### config.mk
export PLATFORM = sky130hd
export DESIGN_NAME = spi_tx_queue_flat
export DESIGN_NICKNAME = d
export VERILOG_FILES = /design/src/rtl/spi_tx_queue_if.sv /design/src/rtl/spi_tx_queue.sv /design/src/flat_wrapper.sv
export SDC_FILE = /design/constraint.sdc
export NUM_CORES = 1
export LEC_CHECK = 0
export ABC_AREA = 1
export CORE_AREA = 2 2 108 110
export CTS_BUF_LIST = sky130_fd_sc_hd__clkbuf_2
export CTS_CLUSTER_SIZE = 25
export DETAILED_ROUTE_END_ITERATION = 8
export DIE_AREA = 0 0 110 112
export PLACE_DENSITY = 0.78
export SYNTH_ARGS = -nofsm -noshare
export SYNTH_HDL_FRONTEND = slang
export SYNTH_SLANG_ARGS = --single-unit
### constraint.sdc
create_clock -name clock -period 3.4 [get_ports clock]
set_input_delay 0.51 -clock clock [delete_from_list [all_inputs] [get_ports clock]]
set_output_delay 0.51 -clock clock [all_outputs]
set_load 0.01 [all_outputs]
### src/rtl/spi_tx_queue_if.sv
//------------------------------------------------------------------------------
// spi_tx_queue_if : CPU write port and SPI shifter load port of spi_tx_queue.
// Optional overflow signals are present when SPI_TX_QUEUE_OVERFLOW_EN is defined.
// Revision: 1.0
//------------------------------------------------------------------------------
`default_nettype none

interface spi_tx_queue_if #(
  parameter int DEPTH = 8
) ();
  logic                      wrEn;
  logic [15:0]               wrData;
  logic [15:0]               data;
  logic                      writeSPI;
  logic                      full;
  logic                      empty;
  logic [$clog2(DEPTH):0]    count;
`ifdef SPI_TX_QUEUE_OVERFLOW_EN
  logic                      overflow;
  logic                      clearOverflow;
`endif

  modport master (
    output wrEn,
    output wrData,
`ifdef SPI_TX_QUEUE_OVERFLOW_EN
    output clearOverflow,
    input  overflow,
`endif
    input  data,
    input  writeSPI,
    input  full,
    input  empty,
    input  count
  );

  modport slave (
    input  wrEn,
    input  wrData,
`ifdef SPI_TX_QUEUE_OVERFLOW_EN
    input  clearOverflow,
    output overflow,
`endif
    output data,
    output writeSPI,
    output full,
    output empty,
    output count
  );
endinterface

`default_nettype wire

### src/rtl/spi_tx_queue.sv
//------------------------------------------------------------------------------
// spi_tx_queue : FIFO feeding a 16-bit SPI shifter, strobes spaced WORD_CYCLES.
// Optional sticky overflow flag: define SPI_TX_QUEUE_OVERFLOW_EN.
// Revision: 1.0
//------------------------------------------------------------------------------
`default_nettype none

module spi_tx_queue #(
  parameter int DEPTH       = 8,
  parameter int WORD_CYCLES = 16
) (
  input  wire logic       clock,
  input  wire logic       resetN,
  spi_tx_queue_if.slave   bus
);
  localparam int AW = $clog2(DEPTH);
  localparam int CW = AW + 1;
  localparam int GW = $clog2(WORD_CYCLES + 1);
  localparam logic [CW-1:0] FULL_COUNT = CW'(DEPTH);
  localparam logic [GW-1:0] GAP_RELOAD = GW'(WORD_CYCLES - 1);

  logic [15:0]   mem [DEPTH];
  logic [AW-1:0] wrPtr;
  logic [AW-1:0] rdPtr;
  logic [GW-1:0] gap;
  logic [CW-1:0] countNext;
  logic          pop;
  logic          push;

  // Issue looks only at registered state, so a word written this cycle waits one more.
  assign pop  = (bus.count != '0) && (gap == '0);
  assign push = bus.wrEn && (!bus.full || pop);

  always_comb begin
    countNext = bus.count;
    if (push && !pop)
      countNext = bus.count + 1'b1;
    else if (pop && !push)
      countNext = bus.count - 1'b1;
  end

  always_ff @(posedge clock) begin
    if (push)
      mem[wrPtr] <= bus.wrData;
  end

  always_ff @(posedge clock or negedge resetN) begin
    if (!resetN) begin
      wrPtr        <= '0;
      rdPtr        <= '0;
      gap          <= '0;
      bus.count    <= '0;
      bus.full     <= 1'b0;
      bus.empty    <= 1'b1;
      bus.writeSPI <= 1'b0;
      bus.data     <= 16'h0000;
    end else begin
      bus.count    <= countNext;
      bus.full     <= (countNext == FULL_COUNT);
      bus.empty    <= (countNext == '0);
      bus.writeSPI <= pop;
      if (push)
        wrPtr <= wrPtr + 1'b1;
      if (pop) begin
        bus.data <= mem[rdPtr];
        rdPtr    <= rdPtr + 1'b1;
        gap      <= GAP_RELOAD;
      end else if (gap != '0) begin
        gap <= gap - 1'b1;
      end
    end
  end

`ifdef SPI_TX_QUEUE_OVERFLOW_EN
  // Set has priority over clear so a drop is never masked.
  always_ff @(posedge clock or negedge resetN) begin
    if (!resetN)
      bus.overflow <= 1'b0;
    else if (bus.wrEn && bus.full && !pop)
      bus.overflow <= 1'b1;
    else if (bus.clearOverflow)
      bus.overflow <= 1'b0;
  end
`endif

endmodule

`default_nettype wire
### src/flat_wrapper.sv
// flat-port wrapper written by rule: the top's interface ports become plain ports
module spi_tx_queue_flat 
#(
  parameter int DEPTH       = 8,
  parameter int WORD_CYCLES = 16
)
  (clock, resetN, bus_wrEn, bus_wrData, bus_data, bus_writeSPI, bus_full, bus_empty, bus_count);
  spi_tx_queue_if #(.DEPTH(DEPTH)) bus_i ();
  input  wire logic clock;
  input  wire logic resetN;
  input wire logic [$bits(bus_i.wrEn)-1:0] bus_wrEn;
  input wire logic [$bits(bus_i.wrData)-1:0] bus_wrData;
  output wire logic [$bits(bus_i.data)-1:0] bus_data;
  output wire logic [$bits(bus_i.writeSPI)-1:0] bus_writeSPI;
  output wire logic [$bits(bus_i.full)-1:0] bus_full;
  output wire logic [$bits(bus_i.empty)-1:0] bus_empty;
  output wire logic [$bits(bus_i.count)-1:0] bus_count;
  assign bus_i.wrEn = bus_wrEn;
  assign bus_i.wrData = bus_wrData;
  assign bus_data = bus_i.data;
  assign bus_writeSPI = bus_i.writeSPI;
  assign bus_full = bus_i.full;
  assign bus_empty = bus_i.empty;
  assign bus_count = bus_i.count;
  spi_tx_queue #(.DEPTH(DEPTH), .WORD_CYCLES(WORD_CYCLES)) u_core (.clock(clock), .resetN(resetN), .bus(bus_i));
endmodule
Word level (Yosys, flattened, before mapping):

Memories as Yosys holds them, arrays and structs flattened. A register that Yosys moved wholly into a read port is not among the register bits.
Index checks and enable logic that the tools add are counted.

* reduce and logical (&&, ||, !) cells: 14
* add/subtract/negate cells: 5
* eq/ne operators: 1
* muxes and demuxes: 6

Operators by type and width (count)
* $mux W5: 2
* $mux W4: 2
* $add A3 B1 Y3 const B: 2
* $logic_not A5 Y1: 1
* $reduce_bool A5 Y1: 1
* $sub A5 B1 Y5 const B: 1
* $add A4 B1 Y4 const B: 1
* $eq A4 B4 Y1 const B: 1
* $logic_and A1 B1 Y1: 4
* $logic_not A1 Y1: 4
* $logic_not A4 Y1: 1
* $reduce_bool A4 Y1: 1
* $sub A4 B1 Y4 const B: 1
* $mux W1: 2
* $reduce_bool A2 Y1: 1
* $logic_or A1 B1 Y1: 1

* word-level logic and storage cells: 34
* register bits after elaboration: 18
* bits of input ports: 19
* memories: 1
* memory bits (writable): 128
* output and inout bits: 23

Memory list
* u_core.mem: words 8, bits a word 16, read ports 1, clocked after memory_dff 1, write ports 1, line spi_tx_queue.sv:22 `logic [15:0] mem [DEPTH];`

Depth between registers and ports, before layout:

Gate-level depths: netlist of the first run.

* depth in word-level cells: 9
* depth in mapped cells: 12
* gate-level depth less buffers: 12

Worst setup path before layout of the first run:

No wires, ideal clock.

* path type: register -> register
* start: register u_core.bus.count[0]
* end: memory u_core.mem[1][0], enable pin
* buffers on the path: 0
* stages on the path, launching flop included: 10
* clock period less this slack: 2.447 ns
* slack: 0.953 ns
* data arrival time: 2.058 ns
* data required time: 3.012 ns
* setup time: 0.388 ns
* cells stage by stage: dfrtp_1 > inv_1 > ha_1 > nand2_1 > nor2_2 > nor2_4 > o21ai_2 > inv_1 > nand2_1 > nor2_1

* cells in the longest elaborated chain, start to end: 6

RTL lines
* start, declared: line spi_tx_queue_if.sv:48 `output count`
* start signal, assigned: line spi_tx_queue.sv:58 `bus.count <= countNext;`
* $reduce_bool A4 Y1: line spi_tx_queue.sv:31 `assign pop = (bus.count != '0) && (gap == '0);`
* $logic_and A1 B1 Y1: line spi_tx_queue.sv:31
* $logic_or A1 B1 Y1: line spi_tx_queue.sv:32 `assign push = bus.wrEn && (!bus.full || pop);`
* $logic_and A1 B1 Y1: line spi_tx_queue.sv:32
* $mux W1: line spi_tx_queue.sv:43 `if (push)`
* $mux W1 (not written as such): line spi_tx_queue.sv:44 `mem[wrPtr] <= bus.wrData;`
* end, declared: line spi_tx_queue.sv:22

No other way between the ends.

Worst setup path after layout of the first run:

* start: register u_core.gap[0]
* end: memory u_core.mem[5][0], enable pin

* cells in the longest elaborated chain, start to end: 6

RTL lines
* start, declared: line spi_tx_queue.sv:25 `logic [GW-1:0] gap;`
* start signal, assigned: line spi_tx_queue.sv:69 `gap <= gap - 1'b1;`
* $logic_not A5 Y1: line spi_tx_queue.sv:31
* $logic_and A1 B1 Y1: line spi_tx_queue.sv:31
* $logic_or A1 B1 Y1: line spi_tx_queue.sv:32
* $logic_and A1 B1 Y1: line spi_tx_queue.sv:32
* $mux W1: line spi_tx_queue.sv:43
* $mux W1 (not written as such): line spi_tx_queue.sv:44

No other way between the ends.

==> impl_metrics.py, run 1 <==
metrics = {
    "logic_synthesis": {
        "syn-cell-area_mm2": 0.006610,
        "ys_seq_area_share_pct": 71.04,
        "ys.flop_type": "edfxtp_1",
        "syn_inst": 522,
        "synth_nets": 548,
        "synth.distinct_cells": 34,
        "yosysWarningCount": 0,
        "synth_seq_cells": 162,
        "syn_avg_cell_area_um2": 12.66,
        "ys_async_sr_fraction_pct": 20.99,
        "synth_edf_count": 128,
    },
    "placement": {
        "dp.final_hpwl_um": 8634,
        "gp_congestion": 0.8012,
        "portBuffers": 41,
        "dp_cells": 685,
    },
    "timing": {
        "rsz0062_at_grt": "false",
        "setup_viol": 0,
        "clock.fmax_mhz": 391.1,
        "slew_headroom_pct": 23.40,
        "fin_skew_ps": 46.96,
        "finalSetupTns_ps": 0,
        "fin_crit_sh_pct": 75.21,
        "slew_viol_final": 0,
        "worst_pin_slew_ps": 1149,
        "finalCriticalPeriod_ps": 2557,
        "finalHoldViolations": 0,
    },
    "route": {
        "post-route-drc-count": 0,
        "via_count": 4268,
        "wl_um": 13590,
        "postRouteAntennaNets": 0,
        "dr.pass1.iters": 5,
        "via_per_inst": 5.936,
        "wl_per_cell_um": 18.91,
        "drt_iter0_markers": 566,
    },
    "final_layout": {
        "layout.nets": 588,
        "fin_cells": 719,
        "syn_to_final_growth_pct": 11.02,
        "mostFrequentLayoutCell": "edfxtp_1",
        "final_cell_mix": "edfxtp_1 (128), nor2_1 (76), nand2_1 (65)",
        "drive_above_1_share_pct": 11.13,
    },
    "worst_setup_path": {
        "worstPathArrival_ps": 2990,
        "worstPathCellList": "inv_1 > ha_1 > inv_1 > nor2_1 > nand2_1 > nor2_4 > o21ai_2 > inv_1 > nand2_1 > nor2_1 > buf_4",
        "slowest_delay_ps": 450,
        "required_ps": 3830,
        "path_max_fanout": 10,
        "critPathKind": "reg -> reg",
        "crit_path_frequent_cell": "inv_1",
        "crit_slowest_cell": "dfrtp_1",
        "path_buf_inv": 4,
        "cp-end-kind": "flip-flop",
        "start_kind": "flip-flop",
        "path_delay_family": "simple AND/OR/NAND/NOR gates",
    },
    "floorplanning": {
        "coreArea_mm2": 0.01117,
        "die_y_um": 112,
        "die_w_um": 110,
        "ios": 42,
        "rows": 39,
        "start_util_pct": 59.15,
        "dieArea_mm2": 0.01232,
    },
    "clock_network": {
        "hold_buffers": 1,
        "clk_pin_slew_worst_paths_ps": 220,
        "clock-sinks": 162,
        "cts_resized": 0,
        "tritoncts": "yes",
        "clk_latency_ps": 720,
        "numCtsBuffers": 17,
        "postCtsSetupRepairBufs": 0,
        "clock-root-buffer": "clkbuf_2",
        "htreeDepth": 4,
        "cts_buffer_depth": 2,
    },
    "global_routing": {
        "grt_max_degree": 66,
        "gr-total-overflow": 0,
        "antenna_found_initial": 1,
        "grt_pass1_vias": 4004,
        "grtUsageTotal_pct": 23.25,
        "grt_pass1_wl_um": 21030,
    },
    "job": {
        "drv_cap": 0,
    },
    "outcome": {
        "status": "finished, final reports clean",
    },
    "power_and_ir_drop": {
        "leakage_nw": 2.672,
        "peakVddDrop_uv": 483.3,
        "total_power_mw": 5.728,
        "p_per_area_mw_per_mm2": 780.6,
    },
    "hold_path": {
        "hold_path_class": "in -> async",
    },
}
## metrics by stage
stage / instance area, µm² / hold slack (ps) / utilization [%] / setup WS [ps]
3_5_place_dp: 7082 / 469.5 / 63.37 / 848.3
6_report: 7338 / 370.7 / 65.67 / 842.8
5_1_grt: 7338 / 418.0 / 65.67 / 690.6
4_1_cts: 7336 / 349.9 / 65.65 / 851.7
3_3_place_gp: 7082 / 463.9 / 63.37 / 906.3
2_1_floorplan: 6610 / 214.4 / - / 953.1
## Yosys cell counts, types with 2 or more instances
| cell | instances | share of area (%) |
|---|---|---|
| inv_1 | 21 | 1.2 |
| o21ai_0 | 57 | 4.3 |
| o211ai_1 | 18 | 2.0 |
| inv_2 | 3 | 0.17 |
| xnor2_1 | 2 | 0.27 |
| xor2_1 | 4 | 0.53 |
| edfxtp_1 | 128 | 58 |
| o22ai_1 | 16 | 1.5 |
| buf_4 | 3 | 0.34 |
| nand2_2 | 2 | 0.19 |
| nor2_2 | 6 | 0.57 |
| o221ai_1 | 16 | 2.1 |
| a21oi_1 | 5 | 0.38 |
| buf_6 | 6 | 1.0 |
| nand3_4 | 2 | 0.53 |
| clkbuf_1 | 14 | 0.79 |
| dfrtp_1 | 33 | 12 |
| nand4_1 | 2 | 0.19 |
| buf_2 | 6 | 0.45 |
| nand2_4 | 2 | 0.34 |
| nor3_1 | 2 | 0.15 |
| o21ai_1 | 11 | 0.83 |
| nand2_1 | 65 | 3.7 |
| ha_1 | 7 | 1.3 |
| nand3_2 | 2 | 0.30 |
| nand3_1 | 6 | 0.45 |
| nor2_1 | 76 | 4.3 |
## kinds of logic after synthesis
family,Yosys count,share of synthesized area (%)
DFF,162,71.04
buffers and inverters,54,4.070
and+or+nand+nor,169,11.43
AOI/OAI and AO/OA,124,11.34
adders and majority gates,7,1.325
xor gates and xnor gates,6,0.7950
## worst register-to-register path, cell delays in order (launching register included)
cell	delay (ps)
dfrtp_1	450
inv_1	90
ha_1	210
inv_1	50
nor2_1	80
nand2_1	120
nor2_4	120
o21ai_2	100
inv_1	130
nand2_1	140
nor2_1	450
buf_4	310
## area by class of cell
| type | count | area, µm² |
|---|---|---|
| inverters | 25 | 96.34 |
| repair buffers | 50 | 475.5 |
| multi-input cells | 306 | 1645 |
| clock buffers | 21 | 105.1 |
| clock inverters | 11 | 138.9 |
| flip-flops and latches | 162 | 4696 |
| diodes | 1 | 2.502 |
| fillers | 795 | 3836 |
| well taps | 143 | 178.9 |
## where the power goes
| part | leakage (nW) | switching [mW] | internal, mW |
|---|---|---|---|
| Sequential | 1.58 | 0.226 | 2.55 |
| Clock | 0.154 | 0.629 | 0.416 |
| Combinational | 0.938 | 1.24 | 0.673 |
| Total | 2.67 | 2.09 | 3.63 |
## per-layer routing
layer  up-vias  GRT usage (%)  wire length [µm]
met5         -              0                 0
met4         0          8.861               199
met3        14          6.206              1296
met2       242          34.48              6405
met1      2058          33.16              5692
li1       1954              -                 -
## final timing paths
kind | start | to | slack (ps) | cells after the start
max | u_core.gap[0] | u_core.mem[5][0] | 840 | 11
min | resetN | u_core.bus.data[15] | 370 | 2
max reg2reg | u_core.gap[0] | u_core.mem[5][0] | 840 | 11
min reg2reg | u_core.bus.data[10] | u_core.bus.data[10] | 510 | 2
max in group asynchronous | resetN | u_core.wrPtr[0] | 2510 | 2
min in group clock | u_core.bus.data[10] | u_core.bus.data[10] | 510 | 2
## sequential cells by signal (all words and copies together) (netlist names)
name / count
u_core.bus.count: 4
u_core.mem: 128
u_core.gap: 5
u_core.wrPtr: 3
u_core.bus.full: 1
u_core.rdPtr: 3
u_core.bus.writeSPI: 1
u_core.bus.data: 16
u_core.bus.empty: 1
No activity file was read; power rests on OpenSTA's default activity.
==> inputs of run 2 (changes only) <==
Clock period 3.4 ns to 2.65 ns, I/O delays scaled along.
==> impl_metrics.py, run 2 (synthesized netlist as in run 1, its figures left out) <==
metrics = {
    "outcome": {
        "status": "finished, final reports clean",
    },
    "floorplanning": {
        "dieArea_mm2": 0.01232,
        "rows": 39,
        "start_util_pct": 59.15,
        "ios": 42,
        "die_y_um": 112,
        "die_w_um": 110,
        "coreArea_mm2": 0.01117,
    },
    "clock_network": {
        "htreeDepth": 4,
        "clock-sinks": 162,
        "tritoncts": "yes",
        "clk_pin_slew_worst_paths_ps": 210,
        "cts_resized": 0,
        "clock-root-buffer": "clkbuf_2",
        "numCtsBuffers": 17,
        "cts_buffer_depth": 2,
        "clk_latency_ps": 700,
    },
    "power_and_ir_drop": {
        "p_per_area_mw_per_mm2": 1018,
        "peakVddDrop_uv": 540.8,
        "total_power_mw": 7.592,
        "leakage_nw": 2.732,
    },
    "route": {
        "via_count": 4255,
        "via_per_inst": 5.861,
        "wl_um": 13390,
        "dr.pass1.iters": 5,
        "drt_iter0_markers": 545,
        "wl_per_cell_um": 18.44,
        "post-route-drc-count": 0,
        "postRouteAntennaNets": 0,
    },
    "timing": {
        "hold_slack_ps": 303.1,
        "fin_skew_ps": 36.60,
        "clock.fmax_mhz": 446.4,
        "slew_headroom_pct": 46.63,
        "rsz0062_at_grt": "false",
        "worst_pin_slew_ps": 800.6,
        "slew_viol_final": 0,
        "finalCriticalPeriod_ps": 2240,
        "finalSetupTns_ps": 0,
        "finalHoldViolations": 0,
        "fin_crit_sh_pct": 84.54,
        "final.setup.worst_slack_ps": 409.7,
        "setup_viol": 0,
    },
    "final_layout": {
        "final_cell_mix": "edfxtp_1 (128), nor2_1 (76), nand2_1 (65)",
        "fill_cells": 788,
        "largest_reg_flops": 128,
        "reg_top3": "u_core.mem x128, u_core.bus.data x16, u_core.gap x5",
        "top_register": "u_core.mem",
        "syn_to_final_growth_pct": 12.80,
        "mostFrequentLayoutCell": "edfxtp_1",
        "layout.nets": 596,
        "drive_above_1_share_pct": 12.18,
        "n_antenna_cell": 0,
    },
    "job": {
        "drv_cap": 0,
    },
    "global_routing": {
        "grtUsageTotal_pct": 22.99,
        "antenna_found_initial": 0,
        "grt_util_met3_pct": 6.557,
        "grt_max_degree": 66,
        "grt_pass1_vias": 4152,
        "met2_usage_pct": 34.97,
        "grt-busiest-layer": "met2",
        "gr-total-overflow": 0,
        "grt_pass1_wl_um": 21000,
        "grtUsageMet1_pct": 31.75,
    },
    "placement": {
        "portBuffers": 41,
        "dp.final_hpwl_um": 8633,
        "place_ws_ps": 540.3,
        "gp_congestion": 0.8219,
    },
    "worst_setup_path": {
        "path_buf_inv": 1,
        "crit_slowest_cell": "clkdlybuf4s50_1",
        "worstPathArrival_ps": 1840,
        "slowest_delay_ps": 600,
        "required_ps": 2250,
        "start_kind": "flip-flop",
        "path_max_fanout": 7,
        "critPathKind": "reg -> out",
        "path_delay_family": "buffers and inverters",
        "ff2ff_path_depth": 11,
        "cp_num_cells": 1,
        "cp-end-kind": "primary output",
        "worstPathCellList": "clkdlybuf4s50_1",
    },
    "hold_path": {
        "hold_path_class": "in -> async",
    },
}
[run 2: changes by cell type in the layout (fill, tap and decap cells not counted), sizes merged]
cell,previous run,this run
buf,9,17
bufinv,3,5
clkbuf,21,19
clkinv,6,4
inv,25,27
diode,1,0
[run 2: layout make-up]
cell class	count	area [µm²]	area share (%)
Timing Repair Buffer	58	535.5	7.182
Tap cell	143	178.9	2.400
Inverter	25	96.34	1.292
Clock inverter	13	209.0	2.802
Sequential cell	162	4696	62.98
Clock buffer	19	95.09	1.275
Multi-Input combinational cell	306	1645	22.07
[run 2: what timing repair did]
action                                 in CTS  in global routing
endpoints found under the hold margin      33                  0
setup buffers                               0                  0
hold buffers                                1                  0
[run 2: worst paths after layout]
check	end	startpoint	slack [ps]
min in group clock	u_core.mem[3][5]	bus_wrData[5]	450
worst max-delay path	bus_count[2]	u_core.bus.count[2]	410
worst max register to register	u_core.mem[5][1]	u_core.gap[0]	480
worst min-delay path	u_core.bus.count[3]	resetN	300
max in group asynchronous	u_core.wrPtr[1]	resetN	1830
worst min register to register	u_core.bus.data[10]	u_core.bus.data[10]	500
[run 2: layer usage]
metal | routed length (µm) | vias up | part of all wire [%]
li1 | - | 1973 | -
met1 | 5644 | 2066 | 42
met2 | 6411 | 198 | 48
met3 | 1154 | 18 | 8.6
met4 | 177 | 0 | 1.3
met5 | 0 | - | 0
[run 2: power by group]
group / leakage (nW) / total, mW / switching, mW / internal, mW
registers: 1.58 / 3.52 / 0.251 / 3.26
clock network: 0.173 / 1.56 / 0.829 / 0.726
logic: 0.979 / 2.52 / 1.62 / 0.903
[run 2: stage by stage]
stage / instances / instance area, µm² / util, %
3_3_place_gp: 693 / 7142 / 63.91
5_1_grt: 726 / 7456 / 66.72
6_report: 726 / 7456 / 66.72
4_1_cts: 726 / 7456 / 66.72
3_5_place_dp: 693 / 7142 / 63.91
2_1_floorplan: 522 / 6610 / -
